File: src/rtl/bcd_countdown_timer_pkg.sv
// Shared types and helpers for the BCD countdown timer.
// Pair validity check used for preset validation.
package timer_pkg;

    typedef logic [3:0] bcd_t;

    typedef enum logic [1:0] {
        IDLE,
        RUN,
        PAUSED,
        EXPIRED
    } state_t;

    localparam bcd_t BCD_ONES_MAX = 4'd9;
    localparam bcd_t BCD_TENS_MAX = 4'd5;

    function automatic logic bcd_pair_valid(
        input logic [7:0] pair,
        input bcd_t       tens_max
    );
        return (pair[3:0] <= BCD_ONES_MAX) && (pair[7:4] <= tens_max);
    endfunction

endpackage

File: src/rtl/bcd_countdown_timer_if.sv
// Control/status bundle of the BCD countdown timer.
// master drives load/preset/start/pause, slave is the timer.
interface bcd_countdown_timer_if #(
    parameter int NUM_PAIRS = 3
);

    logic                   load;
    logic [8*NUM_PAIRS-1:0] preset;
    logic                   start;
    logic                   pause;
    logic [8*NUM_PAIRS-1:0] digits;
    logic                   running;
    logic                   expired;
    logic                   done;
    logic                   load_err;

    modport master (
        output load, preset, start, pause,
        input  digits, running, expired, done, load_err
    );

    modport slave (
        input  load, preset, start, pause,
        output digits, running, expired, done, load_err
    );

endinterface

File: src/rtl/bcd_countdown_timer_pair_down.sv
// One two-digit BCD down-counter field (00..TENS_MAX9).
// borrow_out requests a decrement of the next field when wrapping from 00.
module bcd_pair_down
    import timer_pkg::*;
#(
    parameter bcd_t TENS_MAX = BCD_TENS_MAX
) (
    input  logic       clk,
    input  logic       rst,
    input  logic       dec,
    input  logic       load,
    input  logic [7:0] ld_val,
    output logic [7:0] val,
    output logic       zero,
    output logic       borrow_out
);

    bcd_t ones;
    bcd_t tens;

    always_ff @(posedge clk) begin
        if (rst) begin
            ones <= '0;
            tens <= '0;
        end else if (load) begin
            ones <= ld_val[3:0];
            tens <= ld_val[7:4];
        end else if (dec) begin
            if (ones == 4'd0) begin
                ones <= BCD_ONES_MAX;
                tens <= (tens == 4'd0) ? TENS_MAX : tens - 4'd1;
            end else begin
                ones <= ones - 4'd1;
            end
        end
    end

    assign val        = {tens, ones};
    assign zero       = (ones == 4'd0) && (tens == 4'd0);
    assign borrow_out = dec && zero;

endmodule

File: src/rtl/bcd_countdown_timer.sv
// BCD countdown timer: FSM, tick prescaler, preset validation, pair chain.
// AUTO_RELOAD_EN: reload the last accepted preset on expiry instead of stopping.
module bcd_countdown_timer
    import timer_pkg::*;
#(
    parameter int NUM_PAIRS = 3,
    parameter int TICK_DIV  = 1,
    parameter int TOP_TENS  = 9
) (
    input logic                 clk,
    input logic                 rst,
    bcd_countdown_timer_if.slave bus
);

    localparam int W  = 8 * NUM_PAIRS;
    localparam int PW = (TICK_DIV > 1) ? $clog2(TICK_DIV) : 1;

    state_t          state;
    logic [PW-1:0]   presc;
    logic [W-1:0]    count;
    logic [W-1:0]    ld_val;
    logic [NUM_PAIRS-1:0] zeros;
    logic [NUM_PAIRS-1:0] borrow;
    logic [NUM_PAIRS-1:0] dec;
    logic            preset_ok;
    logic            ld_ok;
    logic            count_zero;
    logic            count_one;
    logic            presc_end;
    logic            tick;
    logic            reload;
    logic            pair_load;
    logic            running_q;
    logic            expired_q;
    logic            done_q;
    logic            load_err_q;
    logic            unused_borrow;

    always_comb begin
        preset_ok = 1'b1;
        for (int k = 0; k < NUM_PAIRS; k++) begin
            if (!bcd_pair_valid(bus.preset[8*k +: 8],
                    (k == NUM_PAIRS - 1) ? bcd_t'(TOP_TENS) : BCD_TENS_MAX))
                preset_ok = 1'b0;
        end
    end

    assign ld_ok      = bus.load && preset_ok;
    assign count_zero = &zeros;
    assign count_one  = (count == W'(1));
    assign presc_end  = (presc == PW'(TICK_DIV - 1));
    assign tick       = (state == RUN) && !bus.load && !bus.pause && presc_end;

`ifdef AUTO_RELOAD_EN
    logic [W-1:0] shadow;

    always_ff @(posedge clk) begin
        if (rst)
            shadow <= '0;
        else if (ld_ok)
            shadow <= bus.preset;
    end

    // Zero shadow means nothing to reload: fall through to a normal expiry.
    assign reload = (shadow != '0);
    assign ld_val = ld_ok ? bus.preset : shadow;
`else
    assign reload = 1'b0;
    assign ld_val = bus.preset;
`endif

    assign pair_load = ld_ok || (tick && count_one && reload);

    genvar k;
    generate
        for (k = 0; k < NUM_PAIRS; k++) begin : g_pair
            localparam bcd_t TM = (k == NUM_PAIRS - 1) ?
                bcd_t'(TOP_TENS) : BCD_TENS_MAX;

            if (k == 0) begin : g_first
                assign dec[k] = tick && !count_zero && !(count_one && reload);
            end else begin : g_next
                assign dec[k] = borrow[k-1];
            end

            bcd_pair_down #(
                .TENS_MAX (TM)
            ) u_pair (
                .clk        (clk),
                .rst        (rst),
                .dec        (dec[k]),
                .load       (pair_load),
                .ld_val     (ld_val[8*k +: 8]),
                .val        (count[8*k +: 8]),
                .zero       (zeros[k]),
                .borrow_out (borrow[k])
            );
        end
    endgenerate

    assign unused_borrow = borrow[NUM_PAIRS-1];

    always_ff @(posedge clk) begin
        if (rst) begin
            state      <= IDLE;
            presc      <= '0;
            running_q  <= 1'b0;
            expired_q  <= 1'b0;
            done_q     <= 1'b0;
            load_err_q <= 1'b0;
        end else begin
            done_q     <= 1'b0;
            load_err_q <= 1'b0;
            if (bus.load) begin
                if (preset_ok) begin
                    state     <= IDLE;
                    presc     <= '0;
                    running_q <= 1'b0;
                    expired_q <= 1'b0;
                end else begin
                    load_err_q <= 1'b1;
                end
            end else if (bus.pause) begin
                if (state == RUN) begin
                    state     <= PAUSED;
                    running_q <= 1'b0;
                end
            end else if (state == RUN) begin
                if (presc_end) begin
                    presc <= '0;
                    if (count_one) begin
                        done_q <= 1'b1;
                        if (!reload) begin
                            state     <= EXPIRED;
                            running_q <= 1'b0;
                            expired_q <= 1'b1;
                        end
                    end
                end else begin
                    presc <= presc + PW'(1);
                end
            end else if (bus.start && !count_zero &&
                         (state == IDLE || state == PAUSED)) begin
                state     <= RUN;
                running_q <= 1'b1;
            end
        end
    end

    assign bus.digits   = count;
    assign bus.running  = running_q;
    assign bus.expired  = expired_q;
    assign bus.done     = done_q;
    assign bus.load_err = load_err_q;

endmodule

File: src/flat_wrapper.sv
// flat-port wrapper written by rule: the top's interface ports become plain ports
module bcd_countdown_timer_flat import timer_pkg::*;
#(
    parameter int NUM_PAIRS = 3,
    parameter int TICK_DIV  = 1,
    parameter int TOP_TENS  = 9
)
  (clk, rst, bus_load, bus_preset, bus_start, bus_pause, bus_digits, bus_running, bus_expired, bus_done, bus_load_err);
  bcd_countdown_timer_if #(.NUM_PAIRS(NUM_PAIRS)) bus_i ();
  input logic clk;
  input logic rst;
  input wire logic [$bits(bus_i.load)-1:0] bus_load;
  input wire logic [$bits(bus_i.preset)-1:0] bus_preset;
  input wire logic [$bits(bus_i.start)-1:0] bus_start;
  input wire logic [$bits(bus_i.pause)-1:0] bus_pause;
  output wire logic [$bits(bus_i.digits)-1:0] bus_digits;
  output wire logic [$bits(bus_i.running)-1:0] bus_running;
  output wire logic [$bits(bus_i.expired)-1:0] bus_expired;
  output wire logic [$bits(bus_i.done)-1:0] bus_done;
  output wire logic [$bits(bus_i.load_err)-1:0] bus_load_err;
  assign bus_i.load = bus_load;
  assign bus_i.preset = bus_preset;
  assign bus_i.start = bus_start;
  assign bus_i.pause = bus_pause;
  assign bus_digits = bus_i.digits;
  assign bus_running = bus_i.running;
  assign bus_expired = bus_i.expired;
  assign bus_done = bus_i.done;
  assign bus_load_err = bus_i.load_err;
  bcd_countdown_timer #(.NUM_PAIRS(NUM_PAIRS), .TICK_DIV(TICK_DIV), .TOP_TENS(TOP_TENS)) u_core (.clk(clk), .rst(rst), .bus(bus_i));
endmodule
File: config.mk
export PLATFORM = sky130hd
export DESIGN_NAME = bcd_countdown_timer_flat
export DESIGN_NICKNAME = d
export VERILOG_FILES = /design/src/rtl/bcd_countdown_timer_pkg.sv /design/src/rtl/bcd_countdown_timer_if.sv /design/src/rtl/bcd_countdown_timer_pair_down.sv /design/src/rtl/bcd_countdown_timer.sv /design/src/flat_wrapper.sv
export SDC_FILE = /design/constraint.sdc
export NUM_CORES = 1
export LEC_CHECK = 0
export CORE_ASPECT_RATIO = 0.9
export CORE_UTILIZATION = 47
export CTS_BUF_LIST = sky130_fd_sc_hd__clkbuf_2
export CTS_CLUSTER_SIZE = 30
export DETAILED_ROUTE_END_ITERATION = 7
export PLACE_DENSITY = 0.82
export SLEW_MARGIN = 20
export SYNTH_ARGS = -nofsm -noshare
export SYNTH_HDL_FRONTEND = slang
export SYNTH_HIERARCHICAL = 1
export SYNTH_SLANG_ARGS = --single-unit
export TNS_END_PERCENT = 1
File: constraint.sdc
create_clock -name clk -period 4.68 [get_ports clk]
set_input_delay 0.936 -clock clk [delete_from_list [all_inputs] [get_ports clk]]
set_output_delay 0.936 -clock clk [all_outputs]
set_load 0.02 [all_outputs]
# == Word level (Yosys, flattened, before mapping) ==
# Cells that the tools add are included.
# Widths: inputs -> output; s select.
# totals
ff_bits,31
# op_classes
n_eq_ne,9
reduce_logical,44
add_sub_neg,7
muxes,51
n_bitwise,3
magnitude_cmp,6
# ops
cell,count
$mux 4,21
$eq 24x1->1 const B,1
$logic_not 4->1,6
$sub 4x1->4 const B,6
$mux 1,22
$le 4x4->1 const B,4
$mux 2,8
$reduce_bool 2->1,8
$logic_and 1x1->1,15
$reduce_and 5->1,2
$le 4x3->1 const B,2
$reduce_and 2->1,3
$reduce_and 3->1,2
$reduce_or 5->1,1
$ne 2x2->1 const B,2
$ne 4x3->1 const B,1
$ne 4x4->1 const B,1
$logic_not 1->1,3
$ne 3x2->1 const B,1
$not 1->1,3
$reduce_bool 3->1,1
$eq 2x1->1 const B,1
$eq 2x2->1 const B,1
$logic_not 2->1,1
other kinds (4),4

# == Depth between registers and ports, before layout ==
# logic_depth
depth_word,10
ltp_mapped,12

# == Modules after synthesis ==
# The synthesis kept the hierarchy.
# by_module_without_submodules
mod,cells_each,seq_area_each_um2,area_each_um2,n_inst
bcd_pair_down (u_core.g_pair[0].u_pair ...),51,160.2,421.7,2
bcd_pair_down (u_core.g_pair[2].u_pair),59,160.2,485.5,1
bcd_countdown_timer,52,120.1,400.4,1

# == Worst setup path after synthesis ==
# Ideal clock, no wire load.
# synth_timing
path_kind,input -> register
start,input bus_load
end,register u_core.g_pair[2].u_pair.tens[3]
setup_slack_ns,1.078
setup_ns,0.120
arrival_ns,3.483
cell_stages,9
cell_sequence,or4b_4 and2b_2 nand2b_1 nor3_1 nand2b_1 nor3_1 or3b_2 o31a_1 o31a_1
# synth_between
elab_chain_cells,9
word_cells_on_any_way,12
# synth_lines
item,line_no,source
from (decl),flat_wrapper.sv:12,input wire logic [$bits(bus_i.load)-1:0] bus_load;
$logic_not 1->1,bcd_countdown_timer.sv:52,assign tick = (state == RUN) && !bus.load && !bus.pause && presc_end;
$logic_and 1x1->1 (3 in series),bcd_countdown_timer.sv:52,
$logic_and 1x1->1,bcd_countdown_timer.sv:81,assign dec[k] = tick && !count_zero && !(count_one && reload);
net u_core.dec[0],bcd_countdown_timer.sv:24,logic [NUM_PAIRS-1:0] dec;
$logic_and 1x1->1,bcd_countdown_timer_pair_down.sv:40,assign borrow_out = dec && zero;
net u_core.borrow[0],bcd_countdown_timer.sv:23,logic [NUM_PAIRS-1:0] borrow;
$logic_and 1x1->1,bcd_countdown_timer_pair_down.sv:40,
net u_core.borrow[1],bcd_countdown_timer.sv:23,
$reduce_bool 2->1 (no source line),n/a,
$reduce_and 2->1 (no source line),n/a,
to (signal assigned),bcd_countdown_timer_pair_down.sv:27,tens <= ld_val[7:4];
to (signal assigned),bcd_countdown_timer_pair_down.sv:31,tens <= (tens == 4'd0) ? TENS_MAX : tens - 4'd1;
to (decl),bcd_countdown_timer_pair_down.sv:19,bcd_t tens;
# The timed path passes the listed nets, and every way through them passes these cells.
# A chain may end at the register's enable or synchronous reset.

# == Worst setup path in the final report ==
# layout_timing
start,input bus_load
end,register u_core.g_pair[2].u_pair.tens[1]
# Same word-level chain as after synthesis.

==> flow_summary.ini <==
[run_status]
status = complete, no violations

[grt]
antenna_found_initial = 0
grt_max_degree = 36
grt_pass1_wl_mm = 7.36
grt_pass1_vias = 1572
grt_use_total = 0.247
grt-ovfl-total = 0

[power]
p_int_w = 0.000385
power_density_mw_per_mm2 = 214
comb_power_share = 0.132
p_switching_w = 0.000131
ir_worst_vdd_v = 0.000227
power_switching_share = 0.254
seq_power_share = 0.512
power.leakage_nw = 0.883
clkPwrFrac = 0.356

[detailed_routing]
final_antenna_net_count = 0
num_vias = 1849
finalWirelength_mm = 4.55
post_drt_wl_per_cell_um = 14.4
avgViaCountPerCell = 5.85
drt_iter0_drc = 89
firstDrtPassIters = 4
route.detailed.drc = 0

[timing]
rsz0062_at_grt = false
worstMarginPinSlew_ns = 0.596
fin_crit_ns = 3.93
fin_hold_ws_ns = 0.507
setup_viol = 0
post-route-period-util = 0.839
postLayoutSetupSlackWorst_ns = 0.752
clock_skew_ns = 0.0137
clock.fmax_mhz = 255
slew_viol_final = 0
setup_tns_ns = 0
hold_viol = 0
relSlewSlack = 0.602

[critical_path]
cp_max_fo = 7
crit_required_ns = 4.95
critPathTopFamily = simple AND/OR/NAND/NOR gates
slowest_delay_ns = 0.57
criticalPathCategory = in2reg
cp_slowest_cell = or4b_4
cp.arrival_ns = 4.20
r2r_slack_ns = 1.42
r2r_start = u_core/g_pair[1].u_pair/ones[3]$_SDFFE_PP0P_
r2r-end = u_core/g_pair[2].u_pair/tens[1]$_SDFFE_PP0P_
crit_path_cell_trace = clkdlybuf4s50_1 > or4b_4 > and2b_2 > nand2b_1 > nor3_1 > nand2b_1 > nor3_1 > buf_4 > nor3b_1 > a21boi_0 > o31a_1
end_kind = flip-flop
start_kind = primary input
r2r.worst_path.cells = 13
critical_path_buf_inv_count = 2

[yosys]
netlist_instances = 211
yosysWarnings = 6
synth.avg_cell_area_um2 = 8.14
synthesis.nets = 240
synth_area_mm2 = 0.00172

[placement]
place_ws_ns = 0.481
gp_congestion = 0.895
hpwl_mm = 3.30
port_buffers = 56
dpl_cell_area_mm2 = 0.00234

[clock_network]
cts_tree = yes
post_cts_resized = 0
cts_buffer_depth = 2
clockRootBuffer = clkbuf_2
clk_latency_ns = 0.37
cts_buffers = 5
cts_hold_buf = 0
cts-htree-levels = 2
clkTransAtPathRegs_ns = 0.17
postCtsSetupBuffers = 0
clock_sinks = 30

[floorplanning]
num_io_pins = 57
die_area_mm2 = 0.00390
coreArea_mm2 = 0.00343
std_cell_rows = 20
start_util = 0.501
die_x_um = 65.7
dieHeight_um = 59.3

[min_path]
worst_hold_startpoint = u_core/bus.expired$_SDFFE_PP0P_
hold_path_depth = 2
holdCritPathClass = reg2reg
min_to = u_core/bus.expired$_SDFFE_PP0P_

[flow_run]
drv_cap = 0

[final_layout]
fill_cells = 314
fin_nets = 300
syn_to_final_growth_pct = 40.2
antenna_cells = 0
final_cell_mix = clkdlybuf4s50_1 (56), dfxtp_1 (30), nor2_1 (26)
design_area_mm2 = 0.00241
drive_gt1_frac = 0.0882
final_common_cell = clkdlybuf4s50_1
utilization = 0.702
-- cell type report --
class                           count  area (µm²)  share of cell area
Clock inverter                      3        40.0              0.0166
Clock buffer                        5        25.0              0.0104
Multi-Input combinational cell    161        1050               0.435
Inverter                           13        48.8              0.0203
Sequential cell                    30         601               0.250
Timing Repair Buffer               60         591               0.245
Tap cell                           44        55.1              0.0229
-- worst register-to-register path, cell delays in order, from the launching register on --
cell and delay [ns]:
dfxtp_1 0.55, or3_1 0.20, or4_1 0.13, nor3_1 0.05
nand3_1 0.13, and2b_2 0.20, nand2b_1 0.08, nor3_1 0.40
nand2b_1 0.14, nor3_1 0.19, buf_4 0.16, nor3b_1 0.51
a21boi_0 0.17, o31a_1 0.26
-- layer usage --
layer / up-vias / share of wire / global-route usage
met2: 68 / 0.45 / 0.395
met3: 5 / 0.063 / 0.0519
li1: 924 / - / -
met5: - / 0 / 0
met1: 852 / 0.48 / 0.333
met4: 0 / 0.0066 / 0.0745
-- flip-flops by register name, indices dropped and copies added, names as in the netlist --
register                   flops
u_core/state                   2
u_core/g_pair.u_pair/ones     12
u_core/bus.expired             1
u_core/g_pair.u_pair/tens     12
u_core/bus.load_err            1
u_core/bus.running             1
u_core/bus.done                1
-- through the flow --
stage                     power, W  instances
after floorplan           0.000296        211
after global placement    0.000336        308
after detailed placement  0.000337        308
after CTS                 0.000520        316
after global routing      0.000539        316
final                     0.000516        316
-- power by group through the flow --
stage / clock (W) / sequential, W / combinational [W]
after detailed placement: 0 / 0.000269 / 0.0000675
after CTS: 0.000188 / 0.000264 / 0.0000680
final: 0.000184 / 0.000264 / 0.0000682
after floorplan: 0 / 0.000272 / 0.0000243
after global placement: 0 / 0.000269 / 0.0000671
after global routing: 0.000201 / 0.000265 / 0.0000735
-- worst max path at each step --
stage	start	end	depth (start not counted)
after floorplan	bus_load	u_core/g_pair[2].u_pair/tens[3]$_SDFFE_PP0P_	9
after global placement	bus_load	u_core/g_pair[2].u_pair/tens[1]$_SDFFE_PP0P_	11
after detailed placement	bus_load	u_core/g_pair[2].u_pair/tens[3]$_SDFFE_PP0P_	10
after CTS	bus_load	u_core/g_pair[2].u_pair/tens[1]$_SDFFE_PP0P_	11
after global routing	bus_load	u_core/g_pair[2].u_pair/ones[1]$_SDFFE_PP0P_	11
final	bus_load	u_core/g_pair[2].u_pair/tens[1]$_SDFFE_PP0P_	11
No activity file was read; power rests on OpenSTA's default activity.
